File: src/rtl/particle_flight.sv
// particle_flight: ballistic projectile for a two-player throwing game.
// A rising edge on throw_flag in IDLE launches a particle from the current
// player's launch point. Its position is stepped once every TICK_DIV clocks
// under constant gravity until it strikes the opponent's box, reaches the
// ground line or leaves the visible columns.
// Optional build macro: PARTICLE_WIND_EN. When it is defined, the latched
// wind code nudges x by (wind - 4) on every 4th tick. When it is undefined,
// the wind input is ignored.
module particle_flight #(
   parameter int TICK_DIV = 1_000_000,
   parameter int CAT_X    = 100,
   parameter int CAT_Y    = 500,
   parameter int DOG_X    = 660,
   parameter int DOG_Y    = 500,
   parameter int GROUND_Y = 560,
   parameter int X_MAX    = 799,
   parameter int TGT_W    = 64
) (
   input  logic        clk60MHz,
   input  logic        rst,
   input  logic        throw_flag,
   input  logic        turn,
   input  logic [4:0]  power,
   input  logic [2:0]  wind,
   output logic [11:0] xpos_particle,
   output logic [11:0] ypos_particle,
   output logic        busy,
   output logic        end_throw,
   output logic        hit
);

   localparam int CNT_W = (TICK_DIV > 1) ? $clog2(TICK_DIV) : 1;
   localparam logic [CNT_W-1:0] CNT_LAST = CNT_W'(TICK_DIV - 1);

   localparam logic signed [12:0] CAT_X_S     = 13'(CAT_X);
   localparam logic signed [12:0] CAT_Y_S     = 13'(CAT_Y);
   localparam logic signed [12:0] DOG_X_S     = 13'(DOG_X);
   localparam logic signed [12:0] DOG_Y_S     = 13'(DOG_Y);
   localparam logic signed [12:0] CAT_X_END   = 13'(CAT_X + TGT_W);
   localparam logic signed [12:0] CAT_Y_END   = 13'(CAT_Y + TGT_W);
   localparam logic signed [12:0] DOG_X_END   = 13'(DOG_X + TGT_W);
   localparam logic signed [12:0] DOG_Y_END   = 13'(DOG_Y + TGT_W);
   localparam logic signed [12:0] GROUND_Y_S  = 13'(GROUND_Y);
   localparam logic signed [12:0] X_MAX_S     = 13'(X_MAX);

   typedef enum logic [1:0] {
      IDLE,
      FLIGHT,
      DONE
   } state_t;

   state_t                  state_q;
   logic                    throw_q;
   logic [CNT_W-1:0]        cnt_q;
   logic                    dir_q;      // 0: moving right (cat), 1: moving left (dog)
   logic signed [12:0]      vx_q;
   logic signed [12:0]      vy_q;
   logic signed [12:0]      x_q;
   logic signed [12:0]      y_q;
   logic                    busy_q;
   logic                    end_q;
   logic                    hit_q;
`ifdef PARTICLE_WIND_EN
   logic [2:0]              wind_q;
   logic [1:0]              phase_q;    // tick index modulo 4 since launch
`endif

   logic                    rise;
   logic                    tick;
   logic signed [12:0]      launch_x;
   logic signed [12:0]      launch_y;
   logic signed [12:0]      box_x_lo;
   logic signed [12:0]      box_x_hi;
   logic signed [12:0]      box_y_lo;
   logic signed [12:0]      box_y_hi;
   logic signed [12:0]      step_x;
   logic signed [12:0]      x_d;
   logic signed [12:0]      y_d;
   logic signed [12:0]      vy_d;
   logic signed [12:0]      x_clamped;
   logic signed [12:0]      y_clamped;
   logic                    in_box;
   logic                    at_ground;
   logic                    off_left;
   logic                    off_right;
   logic                    term;
   logic                    unused_bits;

   // Launch edge detect, tick strobe and launch point of the current turn.
   always_comb begin
      rise     = throw_flag & ~throw_q;
      tick     = (cnt_q == CNT_LAST);
      launch_x = turn ? DOG_X_S : CAT_X_S;
      launch_y = turn ? DOG_Y_S : CAT_Y_S;
   end

   // Opponent box of the player whose throw is in flight.
   always_comb begin
      box_x_lo = dir_q ? CAT_X_S   : DOG_X_S;
      box_x_hi = dir_q ? CAT_X_END : DOG_X_END;
      box_y_lo = dir_q ? CAT_Y_S   : DOG_Y_S;
      box_y_hi = dir_q ? CAT_Y_END : DOG_Y_END;
   end

   // Next position and velocity for one physics tick.
   always_comb begin
      step_x = dir_q ? -vx_q : vx_q;
      x_d    = x_q + step_x;
`ifdef PARTICLE_WIND_EN
      if (phase_q == 2'd3) begin
         x_d = x_d + $signed({10'd0, wind_q}) - 13'sd4;
      end
`endif
      y_d  = y_q + vy_q;
      vy_d = vy_q + 13'sd1;
   end

   // Termination tests on the new position and the clamped landing point.
   always_comb begin
      in_box    = (x_d >= box_x_lo) && (x_d < box_x_hi) &&
                  (y_d >= box_y_lo) && (y_d < box_y_hi);
      at_ground = (y_d >= GROUND_Y_S);
      off_left  = (x_d < 13'sd0);
      off_right = (x_d > X_MAX_S);
      term      = in_box | at_ground | off_left | off_right;

      // A hit lies inside the box, so it never needs clamping. Any other
      // ending keeps x on screen, and a ground ending also pins y.
      x_clamped = x_d;
      if (!in_box) begin
         if (off_left) begin
            x_clamped = 13'sd0;
         end else if (off_right) begin
            x_clamped = X_MAX_S;
         end
      end
      y_clamped = (!in_box && at_ground) ? GROUND_Y_S : y_d;
   end

   // Flight controller: state, physics registers and registered outputs.
   always_ff @(posedge clk60MHz or posedge rst) begin
      if (rst) begin
         state_q <= IDLE;
         throw_q <= 1'b0;
         cnt_q   <= '0;
         dir_q   <= 1'b0;
         vx_q    <= '0;
         vy_q    <= '0;
         x_q     <= CAT_X_S;
         y_q     <= CAT_Y_S;
         busy_q  <= 1'b0;
         end_q   <= 1'b0;
         hit_q   <= 1'b0;
`ifdef PARTICLE_WIND_EN
         wind_q  <= '0;
         phase_q <= '0;
`endif
      end else begin
         throw_q <= throw_flag;
         end_q   <= 1'b0;
         case (state_q)
            IDLE: begin
               x_q <= launch_x;
               y_q <= launch_y;
               if (rise) begin
                  state_q <= FLIGHT;
                  busy_q  <= 1'b1;
                  hit_q   <= 1'b0;
                  cnt_q   <= '0;
                  dir_q   <= turn;
                  vx_q    <= 13'sd1 + $signed({10'd0, power[4:2]});
                  vy_q    <= -(13'sd4 + $signed({9'd0, power[4:1]}));
`ifdef PARTICLE_WIND_EN
                  wind_q  <= wind;
                  phase_q <= '0;
`endif
               end
            end
            FLIGHT: begin
               if (tick) begin
                  cnt_q <= '0;
                  x_q   <= x_clamped;
                  y_q   <= y_clamped;
                  vy_q  <= vy_d;
`ifdef PARTICLE_WIND_EN
                  phase_q <= phase_q + 2'd1;
`endif
                  if (term) begin
                     state_q <= DONE;
                     busy_q  <= 1'b0;
                     end_q   <= 1'b1;
                     hit_q   <= in_box;
                  end
               end else begin
                  cnt_q <= cnt_q + CNT_W'(1);
               end
            end
            DONE: begin
               state_q <= IDLE;
               x_q     <= launch_x;
               y_q     <= launch_y;
            end
            default: begin
               state_q <= IDLE;
               busy_q  <= 1'b0;
            end
         endcase
      end
   end

   assign xpos_particle = x_q[11:0];
   assign ypos_particle = y_q[11:0];
   assign busy          = busy_q;
   assign end_throw     = end_q;
   assign hit           = hit_q;

`ifdef PARTICLE_WIND_EN
   assign unused_bits = ^{x_q[12], y_q[12], power[0]};
`else
   assign unused_bits = ^{x_q[12], y_q[12], power[0], wind};
`endif

endmodule

File: config.mk
export PLATFORM = sky130hd
export DESIGN_NAME = particle_flight
export DESIGN_NICKNAME = d
export VERILOG_FILES = /design/src/rtl/particle_flight.sv
export SDC_FILE = /design/constraint.sdc
export NUM_CORES = 1
export LEC_CHECK = 0
export CORE_MARGIN = 3
export CORE_UTILIZATION = 60
export CTS_CLUSTER_SIZE = 8
export DETAILED_ROUTE_END_ITERATION = 12
export GPL_ROUTABILITY_DRIVEN = 1
export GPL_TIMING_DRIVEN = 0
export PLACE_DENSITY = 0.82
export SETUP_SLACK_MARGIN = 0.05
export SLEW_MARGIN = 20
export SYNTH_ARGS = -nofsm -noshare
export SYNTH_HDL_FRONTEND = slang
export SYNTH_SLANG_ARGS = --single-unit
File: constraint.sdc
create_clock -name clk60MHz -period 5.1 [get_ports clk60MHz]
set_input_delay 0.765 -clock clk60MHz [delete_from_list [all_inputs] [get_ports clk60MHz]]
set_output_delay 0.765 -clock clk60MHz [all_outputs]
set_load 0.1 [all_outputs]
==> out/qor.yml, run 1 <==
timing:
  slew_headroom_pct: 34.0
  fin_skew_ns: 0.0140
  finalCriticalPeriod_ns: 4.69
  hold_slack_ns: 0.518
  min_period_over_period_pct: 92.0
  max_freq_ghz: 0.213
  grt_setup_unrepaired: "no"
  tns_ns: 0
  hold_viol_final: 0
  drv_slew: 0
  setup_viol: 0
  worstMarginPinSlew_ns: 0.987
final_layout:
  diodes: 0
  finish.instance_area_um2: 5750
  finalNonFillerCells: 734
  fillers: 611
  area_growth_pct: 13.7
  fin_nets: 678
  layout-drive-gt1-share_pct: 9.81
worst_setup_path:
  crit_type: "reg2reg"
  critPathLaunch: "vx_q[2]"
  worstPathRequired_ns: 5.34
  crit_arrival_ns: 4.94
  cp_top_family: "compound AO/OA/AOI/OAI gates"
  crit_top_cell: "ha_1"
  reg2reg_slack_ns: 0.41
  slowest_delay_ns: 0.43
  reg2reg_depth: 19
  cp.depth: 19
  start_kind: "register"
  r2r-start: "vx_q[2]"
  cp_num_buf_inv: 1
  cp-end-kind: "register"
  r2r_end: "y_q[7]"
  cp_max_fo: 8
  crit_path_cell_trace: "nor3_1 > ha_1 > nand2_1 > o21ai_0 > ha_1 > o211ai_1 > o21ai_2 > o311a_1 > o22ai_1 > xor2_1 > inv_1 > ha_1 > nor3b_1 > o21ai_0 > a21oi_1 > and3_1 > o2111ai_2 > a21o_1 > o31ai_1"
  crit_path_end: "y_q[7]"
  cp_slowest_cell: "dfrtp_1"
power_and_ir_drop:
  power_mw: 1.19
  p_leak_nw: 2.52
  power_density_nw_per_um2: 207
  peakVddDrop_v: 0.000145
synthesis:
  syn_area_um2: 5050
  syn_nets: 633
  synth_edf_count: 0
  yosysSeqAreaShare_pct: 34.9
  async_reset_ff_share_pct: 100
  ys_ff_latch: 70
  synth_cell_types: 64
  syn_avg_cell_area_um2: 8.69
  yosys_warnings: 0
  yosysMostFrequentCell: "o21ai_0"
  synth_top_cells_by_area: "dfrtp_1 30%, ha_1 9.2%, o21ai_0 6.1%"
  synthTopCellsByCount: "62 x o21ai_0, 61 x dfrtp_1, 50 x nand2_1"
  synth_top_area_share_pct: 30.2
  synthFlopType: "dfrtp_1"
  yosys.area.top_type: "dfrtp_1"
  syn_inst: 582
route:
  via_per_inst: 6.24
  wl_per_cell_um: 17.1
  drt_iter0_drc: 308
  routed_wl_um: 12500
  ant_nets: 0
  num_vias: 4579
  drt_pass1_iterations: 6
  route.detailed.drc: 0
place:
  placed_area_um2: 5550
  placed_cells: 719
  gp_congestion: 0.917
  port_buffers: 34
  hpwlAfterDp_um: 9410
die:
  dieArea_um2: 9560
  boundaryPins: 39
  core_area_um2: 7970
  num_rows: 32
  die_w_um: 97.8
  dieHeight_um: 97.8
  initial_utilization_pct: 63.4
grt:
  grt_max_degree: 53
  overflow: 0
  antenna_found_initial: 0
  grt_pass1_vias: 4390
  grt_usage_pct: 26.6
  grt_pass1_wl_um: 20900
min_path:
  hold_path_class: "reg2reg"
clocking:
  clockRootBuffer: "clkbuf_8"
  cts_tree: "yes"
  cts_buffers: 9
  cts_sinks: 70
  cts_max_level: 3
  cts_buffer_depth: 2
  worst_setup_hold_path_clk_slew_ns: 0.08
  hold_buffers: 0
  clock_latency_ns: 0.35
run_status:
  status: "complete, no violations"
run:
  cap_violations: 0
## repair_timing
action,in CTS,in global routing
gates resized for setup,0,2
setup buffers,0,0
setup endpoints to repair,0,11
## registers in the layout, indices dropped and copies added, names as in the netlist, 2 cells and up
signal / cells
cnt_q: 20
vy_q: 13
x_q: 13
y_q: 13
vx_q: 4
state_q: 2
## report_power, final
part | internal, mW | switching (mW) | total (mW) | leakage (nW)
registers | 0.562 | 0.00729 | 0.569 | 0.798
clock network | 0.228 | 0.221 | 0.449 | 0.0939
logic | 0.0646 | 0.106 | 0.171 | 1.63
## kinds of logic (layout without fill, tap and decap cells)
family                   after synthesis  after routing  share of synthesized area, %
adder cells (fa/ha/maj)               39             39                          9.95
flip-flops                            70             70                          34.9
XOR/XNOR                              36             36                          6.24
AO/OA/AOI/OAI                        175            175                          22.3
AND/OR/NAND/NOR                      193            193                          19.2
buffers and inverters                 66            116                          6.86
multiplexers                           3              3                         0.619
## metal layers
layer | up-vias | share of wire, % | track usage (%)
li1 | 2177 | - | -
met1 | 2200 | 43 | 35.9
met2 | 169 | 48 | 43.6
met3 | 33 | 6.7 | 5.43
met4 | 0 | 2.4 | 7.56
met5 | - | 0 | 0
## worst reg2reg max path: stages, from the launching register on
cell and delay, ns:
dfrtp_1 0.43, nor3_1 0.30, ha_1 0.29, nand2_1 0.06, o21ai_0 0.11, ha_1 0.42, o211ai_1 0.15, o21ai_2 0.11
o311a_1 0.36, o22ai_1 0.17, xor2_1 0.23, inv_1 0.11, ha_1 0.28, nor3b_1 0.18, o21ai_0 0.10, a21oi_1 0.16
and3_1 0.22, o2111ai_2 0.27, a21o_1 0.36, o31ai_1 0.28
## layout by cell type, fill, tap and decap left out, types with 21 or more instances in the layout
master | Yosys | layout
a21oi_1 | 33 | 32
and3_1 | 21 | 21
buf_4 | 24 | 24
clkdlybuf4s50_1 | 0 | 34
dfrtp_1 | 61 | 61
ha_1 | 37 | 37
inv_1 | 24 | 23
nand2_1 | 50 | 50
nand3_1 | 22 | 22
nor2_1 | 39 | 39
o21ai_0 | 62 | 62
xnor2_1 | 23 | 23
## stage by stage
stage | utilization [%] | setup WS, ns
3_5_place_dp | 69.7 | 0.318
2_1_floorplan | - | 1.16
4_1_cts | 72.1 | 0.266
6_report | 72.1 | 0.406
5_1_grt | 72.1 | 0.155
3_3_place_gp | 69.3 | 0.367
## layout make-up
cell class	count	area [µm²]	area share [%]
Multi-Input combinational cell	446	2950	51.4
Clock inverter	5	60.1	1.04
Inverter	24	92.6	1.61
Tap cell	102	128	2.22
Buffer	41	253	4.40
Timing Repair Buffer	35	368	6.40
Sequential cell	70	1760	30.7
Clock buffer	11	131	2.29
## worst min path at each step
stage               cells after the start  slack (ns)        from   endpoint
floorplan                               1        0.44   cnt_q[19]  cnt_q[19]
global placement                        1        0.47   cnt_q[19]  cnt_q[19]
detailed placement                      2        0.50     vx_q[3]    vx_q[3]
CTS                                     2        0.52     vx_q[3]    vx_q[3]
global route                            1        0.55  state_q[1]       busy
finish                                  2        0.52     vx_q[3]    vx_q[3]
No activity file was read; power rests on OpenSTA's default activity.
==> run 2: changes to the inputs <==
--- a/config.mk
+++ b/config.mk
@@ -5,13 +5,14 @@
 export SDC_FILE = /design/constraint.sdc
 export NUM_CORES = 1
 export LEC_CHECK = 0
+export ABC_AREA = 1
 export CORE_MARGIN = 3
-export CORE_UTILIZATION = 60
+export CORE_UTILIZATION = 59
 export CTS_CLUSTER_SIZE = 8
 export DETAILED_ROUTE_END_ITERATION = 12
 export GPL_ROUTABILITY_DRIVEN = 1
 export GPL_TIMING_DRIVEN = 0
-export PLACE_DENSITY = 0.82
+export PLACE_DENSITY = 0.8
 export SETUP_SLACK_MARGIN = 0.05
 export SLEW_MARGIN = 20
 export SYNTH_ARGS = -nofsm -noshare
==> out/qor.yml, run 2 <==
grt:
  antenna_found_initial: 0  # unchanged
  grt_usage_pct: 26.4  # -0.13 points
  overflow: 0  # unchanged
  grt_max_degree: 38  # -28%
  grt_pass1_wl_um: 22300  # +6.8%
  grt_pass1_vias: 4925  # +12%
die:
  core_area_um2: 8890  # +12%
  num_rows: 34  # +6.3%
  dieHeight_um: 103  # +5.1%
  boundaryPins: 39  # unchanged
  die_w_um: 103  # +5.1%
  initial_utilization_pct: 62.2  # -1.3 points
  dieArea_um2: 10600  # +11%
final_layout:
  fin_nets: 891  # +31%
  mostFrequentLayoutCell: "nand2_1"
  layout_common_cells: "228 x nand2_1, 117 x inv_1, 63 x nand3_1, 61 x dfrtp_1, 52 x nor2_1"
  layout-drive-gt1-share_pct: 11.7  # +1.9 points
  top_register: "cnt_q"
  finish.instance_area_um2: 6230  # +8.4%
  area_growth_pct: 12.7
  largest_register_ffs: 20  # unchanged
  finalNonFillerCells: 953  # +30%
  diodes: 0  # unchanged
  fillers: 752  # +23%
place:
  placed_area_um2: 6030  # +8.5%
  placed_cells: 937  # +30%
  hpwlAfterDp_um: 10300  # +9.9%
  port_buffers: 34  # unchanged
  dp_slack_ns: 1.48  # +1.16 ns
  gp_congestion: 0.993  # +8.3%
worst_setup_path:
  slowest_delay_ns: 0.42  # about the same
  cp-end-kind: "register"
  worstPathRequired_ns: 5.35  # about the same
  crit_type: "reg2reg"
  cp_top_family: "simple AND/OR/NAND/NOR gates"
  cp_num_buf_inv: 3  # +2
  start_kind: "register"
  cp_slowest_cell: "dfrtp_1"
  cp_max_fo: 7  # -1
  crit_arrival_ns: 3.89  # -1.05 ns
  crit_top_cell: "nand2_1"
power_and_ir_drop:
  swShare_pct: 23.9  # -4.3 points
  power_density_nw_per_um2: 171  # -17%
  clockPowerShare_pct: 43.8  # +6.0 points
  p_sw_mw: 0.255  # -24%
  p_leak_nw: 3.23  # +28%
  power.internal_mw: 0.813  # -4.9%
  seq_power_share_pct: 52.3  # +4.4 points
  power_frac_comb_pct: 4.0  # -10 points
  peakVddDrop_v: 0.000154  # +6.2%
clocking:
  worst_setup_hold_path_clk_slew_ns: 0.08  # about the same
  cts_max_level: 3  # unchanged
  post_cts_resized: 0  # unchanged
  postCtsSetupBuffers: 0  # unchanged
  cts_buffer_depth: 2  # unchanged
  clock_latency_ns: 0.35  # about the same
  cts_buffers: 9  # unchanged
  cts_tree: "yes"
  clockRootBuffer: "clkbuf_8"
  hold_buffers: 0  # unchanged
  cts_sinks: 70  # unchanged
route:
  via_per_inst: 5.44  # -13%
  drt_pass1_iterations: 5  # -1
  route.detailed.drc: 0  # unchanged
  num_vias: 5180  # +13%
  drt_iter0_drc: 239  # -22%
  routed_wl_um: 13100  # +4.8%
  wl_per_cell_um: 13.8  # -19%
  ant_nets: 0  # unchanged
synthesis:
  yosys_warnings: 0  # unchanged
  ys_ff_latch: 70  # unchanged
  syn_inst: 794  # +36%
  syn_nets: 845  # +33%
  synth_top_area_share_pct: 27.6  # -2.6 points
  synth_top_cells_by_area: "dfrtp_1 28%, nand2_1 15%, ha_1 8.4%"
  yosys.area.top_type: "dfrtp_1"
  yosysSeqAreaShare_pct: 31.9  # -3.0 points
  yosysMostFrequentCell: "nand2_1"
  synthTopCellsByCount: "228 x nand2_1, 118 x inv_1, 63 x nand3_1"
  synth_cell_types: 47  # -27%
  syn_avg_cell_area_um2: 6.96  # -20%
  synthFlopType: "dfrtp_1"
  syn_area_um2: 5530  # +9.4%
  async_reset_ff_share_pct: 100  # unchanged
  synth_edf_count: 0  # unchanged
timing:
  grt_setup_unrepaired: "no"
  setup_viol: 0  # unchanged
  hold_viol_final: 0  # unchanged
  slew_headroom_pct: 33.6  # -0.42 points
  tns_ns: 0  # unchanged
  layout_setup_ws_ns: 1.46  # +1.05 ns
  worstMarginPinSlew_ns: 0.993  # +0.00624 ns
  max_freq_ghz: 0.275  # +29%
  finalCriticalPeriod_ns: 3.64  # -1.05 ns
  min_period_over_period_pct: 71.4  # -21 points
  drv_slew: 0  # unchanged
  fin_skew_ns: 0.00765  # -0.00637 ns
  hold_slack_ns: 0.515  # -0.00345 ns
run:
  cap_violations: 0  # unchanged
run_status:
  status: "complete, no violations"
min_path:
  hold_path_class: "reg2reg"
run 2: metrics by stage:
step	utilization (%)	total power, mW
after floorplan	-	0.594
after global placement	67.5	0.607
after global routing	70.1	1.11
final	70.1	1.07
after CTS	70.1	1.08
after detailed placement	67.8	0.611
run 2: area by class of cell:
cell class / count / area, µm² / share of cell area [%]
clock buffer: 10 / 138 / 2.21
buffer: 33 / 225 / 3.61
tap: 108 / 135 / 2.17
timing repair buffer: 35 / 360 / 5.78
multi-input combinational: 564 / 3060 / 49.1
clock inverter: 6 / 68.8 / 1.10
inverter: 127 / 482 / 7.73
sequential: 70 / 1760 / 28.3
run 2: per-layer routing:
metal,share of wire [%],global-route usage (%),vias to the layer above
met4,1.7,8.57,0
met3,6.2,5.55,23
met2,47,43.2,145
met1,45,35.2,2376
li1,-,-,2636
met5,0,0,-
run 2: cell families (layout without fill, tap and decap cells):
| group | Yosys count | in the layout | synth area share, % |
|---|---|---|---|
| xor+xnor | 16 | 16 | 2.53 |
| buf+inv | 160 | 211 | 12.7 |
| simple gates | 401 | 401 | 32.5 |
| compound gates | 108 | 108 | 11.3 |
| flops | 70 | 70 | 31.9 |
| fa+ha+maj | 39 | 39 | 9.10 |
run 2: power groups by stage:
stage / sequential, mW / clock, mW / combinational, mW
2_1_floorplan: 0.568 / 0 / 0.0260
3_3_place_gp: 0.569 / 0 / 0.0385
3_5_place_dp: 0.569 / 0 / 0.0424
4_1_cts: 0.558 / 0.479 / 0.0428
5_1_grt: 0.558 / 0.506 / 0.0478
6_report: 0.558 / 0.467 / 0.0422
run 2: worst reg2reg max path, delay by kind of cell (launching register included):
family	cells	cell delay (ns)
fa+ha+maj	3	0.98
simple gates	16	1.40
flops	1	0.42
compound gates	3	0.49
buf+inv	3	0.24
run 2: path summary, 6_finish.rpt:
| kind | startpoint | cells past startpoint | slack, ns | to |
|---|---|---|---|---|
| min | y_q[12] | 2 | 0.51 | y_q[12] |
| min in group asynchronous | rst | 2 | 0.76 | y_q[0] |
| min reg2reg | y_q[12] | 2 | 0.51 | y_q[12] |
| max | vx_q[1] | 25 | 1.46 | y_q[3] |
| max in group asynchronous | rst | 3 | 3.74 | x_q[2] |
| max reg2reg | vx_q[1] | 25 | 1.46 | y_q[3] |
